$ cat config.mk
export PLATFORM = sky130hd
export DESIGN_NAME = ahb_lite_master_driver_flat
export DESIGN_NICKNAME = d
export VERILOG_FILES = /design/src/rtl/ahb_lite_master_driver_if.sv /design/src/rtl/ahb_lite_master_driver.sv /design/src/flat_wrapper.sv
export SDC_FILE = /design/constraint.sdc
export NUM_CORES = 1
export LEC_CHECK = 0
export CAP_MARGIN = 15
export CORE_UTILIZATION = 50
export CTS_BUF_LIST = sky130_fd_sc_hd__clkbuf_4 sky130_fd_sc_hd__clkbuf_8
export CTS_CLUSTER_SIZE = 24
export DETAILED_ROUTE_END_ITERATION = 10
export HOLD_SLACK_MARGIN = 0.02
export PLACE_DENSITY_LB_ADDON = 0.1
export SLEW_MARGIN = 10
export SYNTH_ARGS = -nofsm -noshare
export SYNTH_HDL_FRONTEND = slang
export SYNTH_SLANG_ARGS = --single-unit
$ cat constraint.sdc
create_clock -name HCLK -period 3.74 [get_ports HCLK]
set_clock_uncertainty 0.1 [all_clocks]
set_input_delay 0.561 -clock HCLK [delete_from_list [all_inputs] [get_ports HCLK]]
set_output_delay 0.561 -clock HCLK [all_outputs]
set_load 0.01 [all_outputs]
$ cat src/rtl/ahb_lite_master_driver_if.sv
// Signal bundle for ahb_lite_master_driver: command push, completion report
// and the AHB-Lite master bus. The driver uses the master modport.
interface ahb_lite_master_driver_if #(
  parameter int unsigned ADDR_W = 32,
  parameter int unsigned DATA_W = 32
);

  // Command push
  logic              cmd_valid;
  logic              cmd_ready;
  logic              cmd_write;
  logic [ADDR_W-1:0] cmd_addr;
  logic [DATA_W-1:0] cmd_wdata;
  logic [2:0]        cmd_size;

  // Completion report
  logic              rsp_valid;
  logic              rsp_write;
  logic              rsp_err;
  logic [DATA_W-1:0] rsp_rdata;

  // AHB-Lite master side
  logic [ADDR_W-1:0] HADDR;
  logic              HWRITE;
  logic [2:0]        HSIZE;
  logic [2:0]        HBURST;
  logic [3:0]        HPROT;
  logic [1:0]        HTRANS;
  logic              HMASTLOCK;
  logic [DATA_W-1:0] HWDATA;
  logic [DATA_W-1:0] HRDATA;
  logic              HREADY;
  logic              HRESP;

  modport master (
    input  cmd_valid, cmd_write, cmd_addr, cmd_wdata, cmd_size,
    output cmd_ready,
    output rsp_valid, rsp_write, rsp_err, rsp_rdata,
    output HADDR, HWRITE, HSIZE, HBURST, HPROT, HTRANS, HMASTLOCK, HWDATA,
    input  HRDATA, HREADY, HRESP
  );

  modport slave (
    output cmd_valid, cmd_write, cmd_addr, cmd_wdata, cmd_size,
    input  cmd_ready,
    input  rsp_valid, rsp_write, rsp_err, rsp_rdata,
    input  HADDR, HWRITE, HSIZE, HBURST, HPROT, HTRANS, HMASTLOCK, HWDATA,
    output HRDATA, HREADY, HRESP
  );

endinterface

$ cat src/rtl/ahb_lite_master_driver.sv
// AHB-Lite master driver: queues commands in a FIFO and issues them in order
// as pipelined SINGLE transfers, reporting one completion per command.
module ahb_lite_master_driver #(
  parameter int unsigned ADDR_W    = 32,
  parameter int unsigned DATA_W    = 32,
  parameter int unsigned CMD_DEPTH = 4
) (
  input logic                      HCLK,
  input logic                      HRESETn,
  ahb_lite_master_driver_if.master bus
);

  localparam int unsigned PtrW    = $clog2(CMD_DEPTH);
  localparam int unsigned CntW    = PtrW + 1;
  localparam int unsigned MaxSize = $clog2(DATA_W / 8);

  localparam logic [2:0] MaxSizeEnc = 3'(MaxSize);

  localparam logic [2:0] StIdle     = 3'd0;
  localparam logic [2:0] StAddr     = 3'd1;
  localparam logic [2:0] StAddrData = 3'd2;
  localparam logic [2:0] StData     = 3'd3;
  localparam logic [2:0] StErr      = 3'd4;

  localparam logic [1:0] TransIdle   = 2'b00;
  localparam logic [1:0] TransNonseq = 2'b10;

  // Command FIFO storage; only pointers and count need reset
  logic              fifo_write_q [CMD_DEPTH];
  logic [ADDR_W-1:0] fifo_addr_q  [CMD_DEPTH];
  logic [DATA_W-1:0] fifo_wdata_q [CMD_DEPTH];
  logic [2:0]        fifo_size_q  [CMD_DEPTH];

  logic [PtrW-1:0] wr_ptr_q, rd_ptr_q;
  logic [CntW-1:0] count_q, count_d;
  logic            fifo_full;
  logic            push, pop;

  logic              head_write;
  logic [ADDR_W-1:0] head_addr;
  logic [DATA_W-1:0] head_wdata;
  logic [2:0]        head_size;
  logic [ADDR_W-1:0] align_mask;
  logic              head_ok;

  logic [2:0] state_q, state_d;
  logic       in_addr, in_data, in_err;
  logic       err_now, nonseq, addr_accept, bad_pop, data_done;
  logic       data_next, err_next;

  // Address outputs hold their last driven value while no transfer is offered
  logic [ADDR_W-1:0] haddr_q;
  logic              hwrite_q;
  logic [2:0]        hsize_q;
  logic [DATA_W-1:0] hwdata_q;
  logic              dp_write_q;

  logic              rsp_valid_q;
  logic              rsp_write_q;
  logic              rsp_err_q;
  logic [DATA_W-1:0] rsp_rdata_q;

  // FIFO head and command legality
  assign head_write = fifo_write_q[rd_ptr_q];
  assign head_addr  = fifo_addr_q[rd_ptr_q];
  assign head_wdata = fifo_wdata_q[rd_ptr_q];
  assign head_size  = fifo_size_q[rd_ptr_q];

  assign align_mask = ~({ADDR_W{1'b1}} << head_size);
  assign head_ok    = (head_size <= MaxSizeEnc) && ((head_addr & align_mask) == '0);

  assign fifo_full     = (count_q == CntW'(CMD_DEPTH));
  assign push          = bus.cmd_valid && !fifo_full;
  assign bus.cmd_ready = !fifo_full;

  // Transfer control
  assign in_addr = (state_q == StAddr) || (state_q == StAddrData);
  assign in_data = (state_q == StAddrData) || (state_q == StData);
  assign in_err  = (state_q == StErr);

  // First cycle of a two-cycle ERROR response: withdraw the pending address
  assign err_now     = in_data && bus.HRESP && !bus.HREADY;
  assign nonseq      = in_addr && head_ok && !err_now;
  assign addr_accept = nonseq && bus.HREADY;

  // An illegal head is retired without a bus transfer, but only once no data
  // phase is outstanding so its error response stays in order.
  assign bad_pop   = (state_q == StAddr) && !head_ok;
  assign data_done = (in_data || in_err) && bus.HREADY;
  assign pop       = addr_accept || bad_pop;

  always_comb begin
    count_d   = count_q + CntW'(push) - CntW'(pop);
    data_next = 1'b0;
    err_next  = 1'b0;

    if (in_err) begin
      err_next = !bus.HREADY;
    end else if (in_data && !bus.HREADY) begin
      err_next  = err_now;
      data_next = !err_now;
    end else begin
      data_next = addr_accept;
    end

    if (err_next) begin
      state_d = StErr;
    end else if (data_next) begin
      state_d = (count_d != '0) ? StAddrData : StData;
    end else begin
      state_d = (count_d != '0) ? StAddr : StIdle;
    end
  end

  always_ff @(posedge HCLK) begin
    if (push) begin
      fifo_write_q[wr_ptr_q] <= bus.cmd_write;
      fifo_addr_q[wr_ptr_q]  <= bus.cmd_addr;
      fifo_wdata_q[wr_ptr_q] <= bus.cmd_wdata;
      fifo_size_q[wr_ptr_q]  <= bus.cmd_size;
    end
  end

  always_ff @(posedge HCLK or negedge HRESETn) begin
    if (!HRESETn) begin
      state_q     <= StIdle;
      count_q     <= '0;
      wr_ptr_q    <= '0;
      rd_ptr_q    <= '0;
      haddr_q     <= '0;
      hwrite_q    <= 1'b0;
      hsize_q     <= 3'b000;
      hwdata_q    <= '0;
      dp_write_q  <= 1'b0;
      rsp_valid_q <= 1'b0;
      rsp_write_q <= 1'b0;
      rsp_err_q   <= 1'b0;
      rsp_rdata_q <= '0;
    end else begin
      state_q <= state_d;
      count_q <= count_d;
      if (push) begin
        wr_ptr_q <= wr_ptr_q + PtrW'(1);
      end
      if (pop) begin
        rd_ptr_q <= rd_ptr_q + PtrW'(1);
      end

      if (nonseq) begin
        haddr_q  <= head_addr;
        hwrite_q <= head_write;
        hsize_q  <= head_size;
      end

      // Reads leave HWDATA at its previous value
      if (addr_accept) begin
        dp_write_q <= head_write;
        if (head_write) begin
          hwdata_q <= head_wdata;
        end
      end

      rsp_valid_q <= data_done || bad_pop;
      if (data_done) begin
        rsp_write_q <= dp_write_q;
        rsp_err_q   <= bus.HRESP || in_err;
        rsp_rdata_q <= dp_write_q ? '0 : bus.HRDATA;
      end else if (bad_pop) begin
        rsp_write_q <= head_write;
        rsp_err_q   <= 1'b1;
        rsp_rdata_q <= '0;
      end
    end
  end

  assign bus.HTRANS    = nonseq ? TransNonseq : TransIdle;
  assign bus.HADDR     = nonseq ? head_addr : haddr_q;
  assign bus.HWRITE    = nonseq ? head_write : hwrite_q;
  assign bus.HSIZE     = nonseq ? head_size : hsize_q;
  assign bus.HBURST    = 3'b000;
  assign bus.HPROT     = 4'b0011;
  assign bus.HMASTLOCK = 1'b0;
  assign bus.HWDATA    = hwdata_q;

  assign bus.rsp_valid = rsp_valid_q;
  assign bus.rsp_write = rsp_write_q;
  assign bus.rsp_err   = rsp_err_q;
  assign bus.rsp_rdata = rsp_rdata_q;

endmodule

$ cat src/flat_wrapper.sv
// flat-port wrapper written by rule: the top's interface ports become plain ports
module ahb_lite_master_driver_flat 
#(
  parameter int unsigned ADDR_W    = 32,
  parameter int unsigned DATA_W    = 32,
  parameter int unsigned CMD_DEPTH = 4
)
  (HCLK, HRESETn, bus_cmd_valid, bus_cmd_write, bus_cmd_addr, bus_cmd_wdata, bus_cmd_size, bus_cmd_ready, bus_rsp_valid, bus_rsp_write, bus_rsp_err, bus_rsp_rdata, bus_HADDR, bus_HWRITE, bus_HSIZE, bus_HBURST, bus_HPROT, bus_HTRANS, bus_HMASTLOCK, bus_HWDATA, bus_HRDATA, bus_HREADY, bus_HRESP);
  ahb_lite_master_driver_if #(.ADDR_W(ADDR_W), .DATA_W(DATA_W)) bus_i ();
  input logic HCLK;
  input logic HRESETn;
  input wire logic [$bits(bus_i.cmd_valid)-1:0] bus_cmd_valid;
  input wire logic [$bits(bus_i.cmd_write)-1:0] bus_cmd_write;
  input wire logic [$bits(bus_i.cmd_addr)-1:0] bus_cmd_addr;
  input wire logic [$bits(bus_i.cmd_wdata)-1:0] bus_cmd_wdata;
  input wire logic [$bits(bus_i.cmd_size)-1:0] bus_cmd_size;
  output wire logic [$bits(bus_i.cmd_ready)-1:0] bus_cmd_ready;
  output wire logic [$bits(bus_i.rsp_valid)-1:0] bus_rsp_valid;
  output wire logic [$bits(bus_i.rsp_write)-1:0] bus_rsp_write;
  output wire logic [$bits(bus_i.rsp_err)-1:0] bus_rsp_err;
  output wire logic [$bits(bus_i.rsp_rdata)-1:0] bus_rsp_rdata;
  output wire logic [$bits(bus_i.HADDR)-1:0] bus_HADDR;
  output wire logic [$bits(bus_i.HWRITE)-1:0] bus_HWRITE;
  output wire logic [$bits(bus_i.HSIZE)-1:0] bus_HSIZE;
  output wire logic [$bits(bus_i.HBURST)-1:0] bus_HBURST;
  output wire logic [$bits(bus_i.HPROT)-1:0] bus_HPROT;
  output wire logic [$bits(bus_i.HTRANS)-1:0] bus_HTRANS;
  output wire logic [$bits(bus_i.HMASTLOCK)-1:0] bus_HMASTLOCK;
  output wire logic [$bits(bus_i.HWDATA)-1:0] bus_HWDATA;
  input wire logic [$bits(bus_i.HRDATA)-1:0] bus_HRDATA;
  input wire logic [$bits(bus_i.HREADY)-1:0] bus_HREADY;
  input wire logic [$bits(bus_i.HRESP)-1:0] bus_HRESP;
  assign bus_i.cmd_valid = bus_cmd_valid;
  assign bus_i.cmd_write = bus_cmd_write;
  assign bus_i.cmd_addr = bus_cmd_addr;
  assign bus_i.cmd_wdata = bus_cmd_wdata;
  assign bus_i.cmd_size = bus_cmd_size;
  assign bus_cmd_ready = bus_i.cmd_ready;
  assign bus_rsp_valid = bus_i.rsp_valid;
  assign bus_rsp_write = bus_i.rsp_write;
  assign bus_rsp_err = bus_i.rsp_err;
  assign bus_rsp_rdata = bus_i.rsp_rdata;
  assign bus_HADDR = bus_i.HADDR;
  assign bus_HWRITE = bus_i.HWRITE;
  assign bus_HSIZE = bus_i.HSIZE;
  assign bus_HBURST = bus_i.HBURST;
  assign bus_HPROT = bus_i.HPROT;
  assign bus_HTRANS = bus_i.HTRANS;
  assign bus_HMASTLOCK = bus_i.HMASTLOCK;
  assign bus_HWDATA = bus_i.HWDATA;
  assign bus_i.HRDATA = bus_HRDATA;
  assign bus_i.HREADY = bus_HREADY;
  assign bus_i.HRESP = bus_HRESP;
  ahb_lite_master_driver #(.ADDR_W(ADDR_W), .DATA_W(DATA_W), .CMD_DEPTH(CMD_DEPTH)) u_core (.HCLK(HCLK), .HRESETn(HRESETn), .bus(bus_i));
endmodule
==> results.txt <==
PnR worst setup slack -> 0.07312 ns
Number of synthesized flops with an enable pin -> 272
Worst reg2reg setup slack -> 0.07 ns
Area of the core -> 28,780 sq um
Fin crit period -> 3.667 ns
Cell area after synthesis -> 14,690 sq um
Post-synthesis sequential area ratio -> 75.03%
Hold/Removal Path Class -> input port to asynchronous set/reset pin
Detailed placement HPWL -> 17,660 um
DRC Markers -> 0
Routed WL -> 29,840 um
Syn Area/Cell -> 20.07 sq um
Max FO, Critical Path -> 5
Total Nets Final -> 1,113
Setup crit end kind -> flip-flop
Area of the multi-input gates -> 3390 sq um
Hold WS -> 0.3701 ns
Max-cap violations -> 0
Fillcell total -> 2,012
Die height -> 173.4 um
Dominant register cell in the synthesized netlist -> edfxtp_1
Critical Path AT -> 4.00 ns
WS Path Type -> flip-flop to flip-flop
Total track usage -> 20.35%
Grt met3 use -> 5.658%
Worst stage delay on the critical path -> 0.51 ns
Slew margin rel. -> 27.57%
Area Growth Syn to Fin -> 27.87%
Share of layout cells above drive strength 1 -> 28.48%
Final Hold Vio Count -> 0
Status -> finished, final reports clean
Worst-path cell chain -> buf_4 -> mux4_2 -> buf_4 -> a2111oi_4 -> o21ai_1 -> nand2b_4 -> ha_1 -> inv_1 -> ha_1 -> inv_1 -> fa_2 -> xnor2_2 -> xnor2_2 -> nor3_2 -> nor2_1 -> mux2_2
Root buf cell -> clkbuf_8
Worst r2r src -> u_core.rd_ptr_q[0]
CTS sink count -> 386
Tcrit/Tclk final -> 98.05%
IO buf count -> 209
Crit-path slowest cell -> dfrtp_4
Worst Path Buf+Inv -> 4
Initial antenna violation count -> 2
Antenna-violating nets left -> 0
M1 GR Usage -> 24.90%
Lkg Pwr -> 7.050 nW
Pin count of the biggest net entering global routing -> 108
RD Place Congestion -> 0.8393
Yosys warns -> 0
Pre-CTS setup slack -> 0.01300 ns
Startpoint type of the worst setup path -> flip-flop
Area of the die -> 30,070 sq um
Vias per inst -> 5.349
CTS Buf Count -> 66
Post-Syn Instances -> 732
Count of unique library cells instantiated by Yosys -> 43
GRT Max-Usage Layer -> met2
Max Root-Sink Buffers -> 3
CP required -> 4.07 ns
Fmax -> 272.7 MHz
DRT iter0 DRCs -> 398
Vias -> 7,676
Site Rows -> 62
PD cells -> 839.2 nW/um^2
Clk Latency, worst-skew pair -> 0.56 ns
RR Endpoint -> u_core.state_q[0]
GRT Residual Overflow -> 0
Vias in the first global route -> 8,439
Die width -> 173.4 um
Starting Density -> 51.04%
Io pins -> 219
Power Total -> 15.76 mW
CTS tree -> built
VDD IR max -> 447.3 uV
Finished Core Util -> 65.26%
Async S/R FF share, synth -> 29.53%
Drt wl/cell -> 20.80 um
Register area -> 11,030 sq um
Worst slew pin tran -> 1.083 ns
First-pass GRT wire length -> 46,730 um
Max Slew Vio Count -> 0
Crit path max-delay family -> multiplexers
RSZ-0062 raised after global routing -> true
Setup TNS -> 0 ns
R2R cell count -> 16
Global Route met2 Usage -> 34.87%
Router iterations before antenna repair -> 6
Post-synthesis register bit count -> 386
H-Tree Level Count -> 3
Final Setup Violations -> 0
Clock transition at path regs -> 0.06 ns
==> sequential cells by signal, indices dropped and copies added (netlist names) <==
| signal | flops |
|---|---|
| u_core.count_q | 3 |
| u_core.state_q | 3 |
| u_core.bus.rsp_rdata | 32 |
| u_core.wr_ptr_q | 2 |
| u_core.fifo_size_q | 12 |
| u_core.dp_write_q | 1 |
| u_core.fifo_wdata_q | 128 |
| u_core.bus.rsp_write | 1 |
| u_core.haddr_q | 32 |
| u_core.bus.HWDATA | 32 |
| u_core.bus.rsp_valid | 1 |
| u_core.hsize_q | 3 |
| u_core.fifo_addr_q | 128 |
| u_core.hwrite_q | 1 |
| u_core.rd_ptr_q | 2 |
| u_core.fifo_write_q | 4 |
| u_core.bus.rsp_err | 1 |
==> cells by family (layout without fill, tap and decap cells) <==
kind of cell	count (synthesis)	count (layout)	share of synthesized area, %
AOI/OAI and AO/OA	45	45	2.641
xor gates and xnor gates	5	5	0.2981
adders and majority gates	7	7	0.6474
buffers and inverters	87	398	2.717
DFF	386	386	75.03
muxes	137	137	16.45
other	2	10	0.05113
and+or+nand+nor	63	63	2.172
==> synthesized netlist by cell type, types with 2 or more instances <==
cell | number | area share, %
a21oi_1 | 2 | 0.068
and3_1 | 4 | 0.17
buf_1 | 7 | 0.18
buf_2 | 7 | 0.24
buf_4 | 11 | 0.56
buf_6 | 3 | 0.23
clkbuf_1 | 18 | 0.46
conb_1 | 2 | 0.051
dfrtp_1 | 114 | 19
edfxtp_1 | 272 | 56
ha_1 | 6 | 0.51
inv_1 | 41 | 1.0
mux2_1 | 8 | 0.61
mux2_2 | 31 | 2.4
mux2_4 | 29 | 3.0
mux4_2 | 68 | 10
nand2_1 | 38 | 0.97
nand2b_1 | 5 | 0.21
nor2_1 | 5 | 0.13
nor4_1 | 2 | 0.085
o21ai_0 | 2 | 0.068
o21ai_1 | 2 | 0.068
o32ai_1 | 32 | 1.9
xnor2_1 | 4 | 0.24
==> cell type report <==
cell class	count	share of cell area (%)
inverter	41	0.8193
tap	384	2.558
clock buffer	96	6.202
timing repair buffer	240	12.89
sequential	386	58.71
multi-input combinational	266	18.05
clock inverter	21	0.7594
antenna	1	0.01332
==> worst reg2reg max path, delay by kind of cell, from the launching register on <==
family,cells,cell delay [ns]
DFF,1,0.51
AOI/OAI and AO/OA,2,0.40
muxes,2,0.73
and+or+nand+nor,3,0.34
adders and majority gates,3,0.72
xor gates and xnor gates,2,0.31
buffers and inverters,4,0.45
==> per-layer routing <==
layer | part of all wire (%) | up-vias
met5 | 0.044 | -
met4 | 1.8 | 2
met3 | 6.6 | 48
met2 | 51 | 257
met1 | 41 | 3984
li1 | - | 3385
==> per-stage QoR <==
stage / instances / cell area (sq um)
6_report: 1435 / 18780
5_1_grt: 1435 / 18780
4_1_cts: 1430 / 18660
3_5_place_dp: 1306 / 17290
3_3_place_gp: 1306 / 17290
2_1_floorplan: 739 / 14720
==> layout by cell type, fill, tap and decap left out, drive strengths merged, types with 13 or more instances in the layout <==
master and n:
clkdlybuf4s50 172, mux2 68, clkbuf 98, edfxtp 272, inv 44, nand2 39, buf 31, mux4 68
o32ai 32, clkinv 13, dlygate4sd2 25, dfrtp 114
==> worst max-delay path by stage <==
stage / from / endpoint / slack, ns / cells after the start
finish: u_core.rd_ptr_q[0] / u_core.state_q[0] / 0.07 / 16
global route: u_core.rd_ptr_q[0] / u_core.state_q[0] / -0.12 / 16
CTS: u_core.rd_ptr_q[0] / u_core.state_q[0] / -0.08 / 15
detailed placement: u_core.rd_ptr_q[0] / u_core.state_q[0] / 0.01 / 14
global placement: u_core.rd_ptr_q[0] / u_core.state_q[0] / 0.14 / 14
floorplan: u_core.rd_ptr_q[0] / u_core.state_q[0] / 0.10 / 15
==> report_power, final <==
part / switching, mW / internal [mW] / leakage (nW)
Clock: 1.60 / 2.08 / 0.688
Combinational: 2.78 / 3.06 / 2.45
Sequential: 0.438 / 5.81 / 3.91
Total: 4.81 / 10.9 / 7.05
==> repair_timing <==
item                       in CTS  in global routing
resized for setup              41                 26
hold endpoints to repair        0                 29
gates cloned                    1                  0
setup endpoints to repair      37                 13
hold buffers                    0                  1
setup buffers                   7                  2
pin swaps                       3                  4
Note: power is estimated with default switching activity, not from simulation.
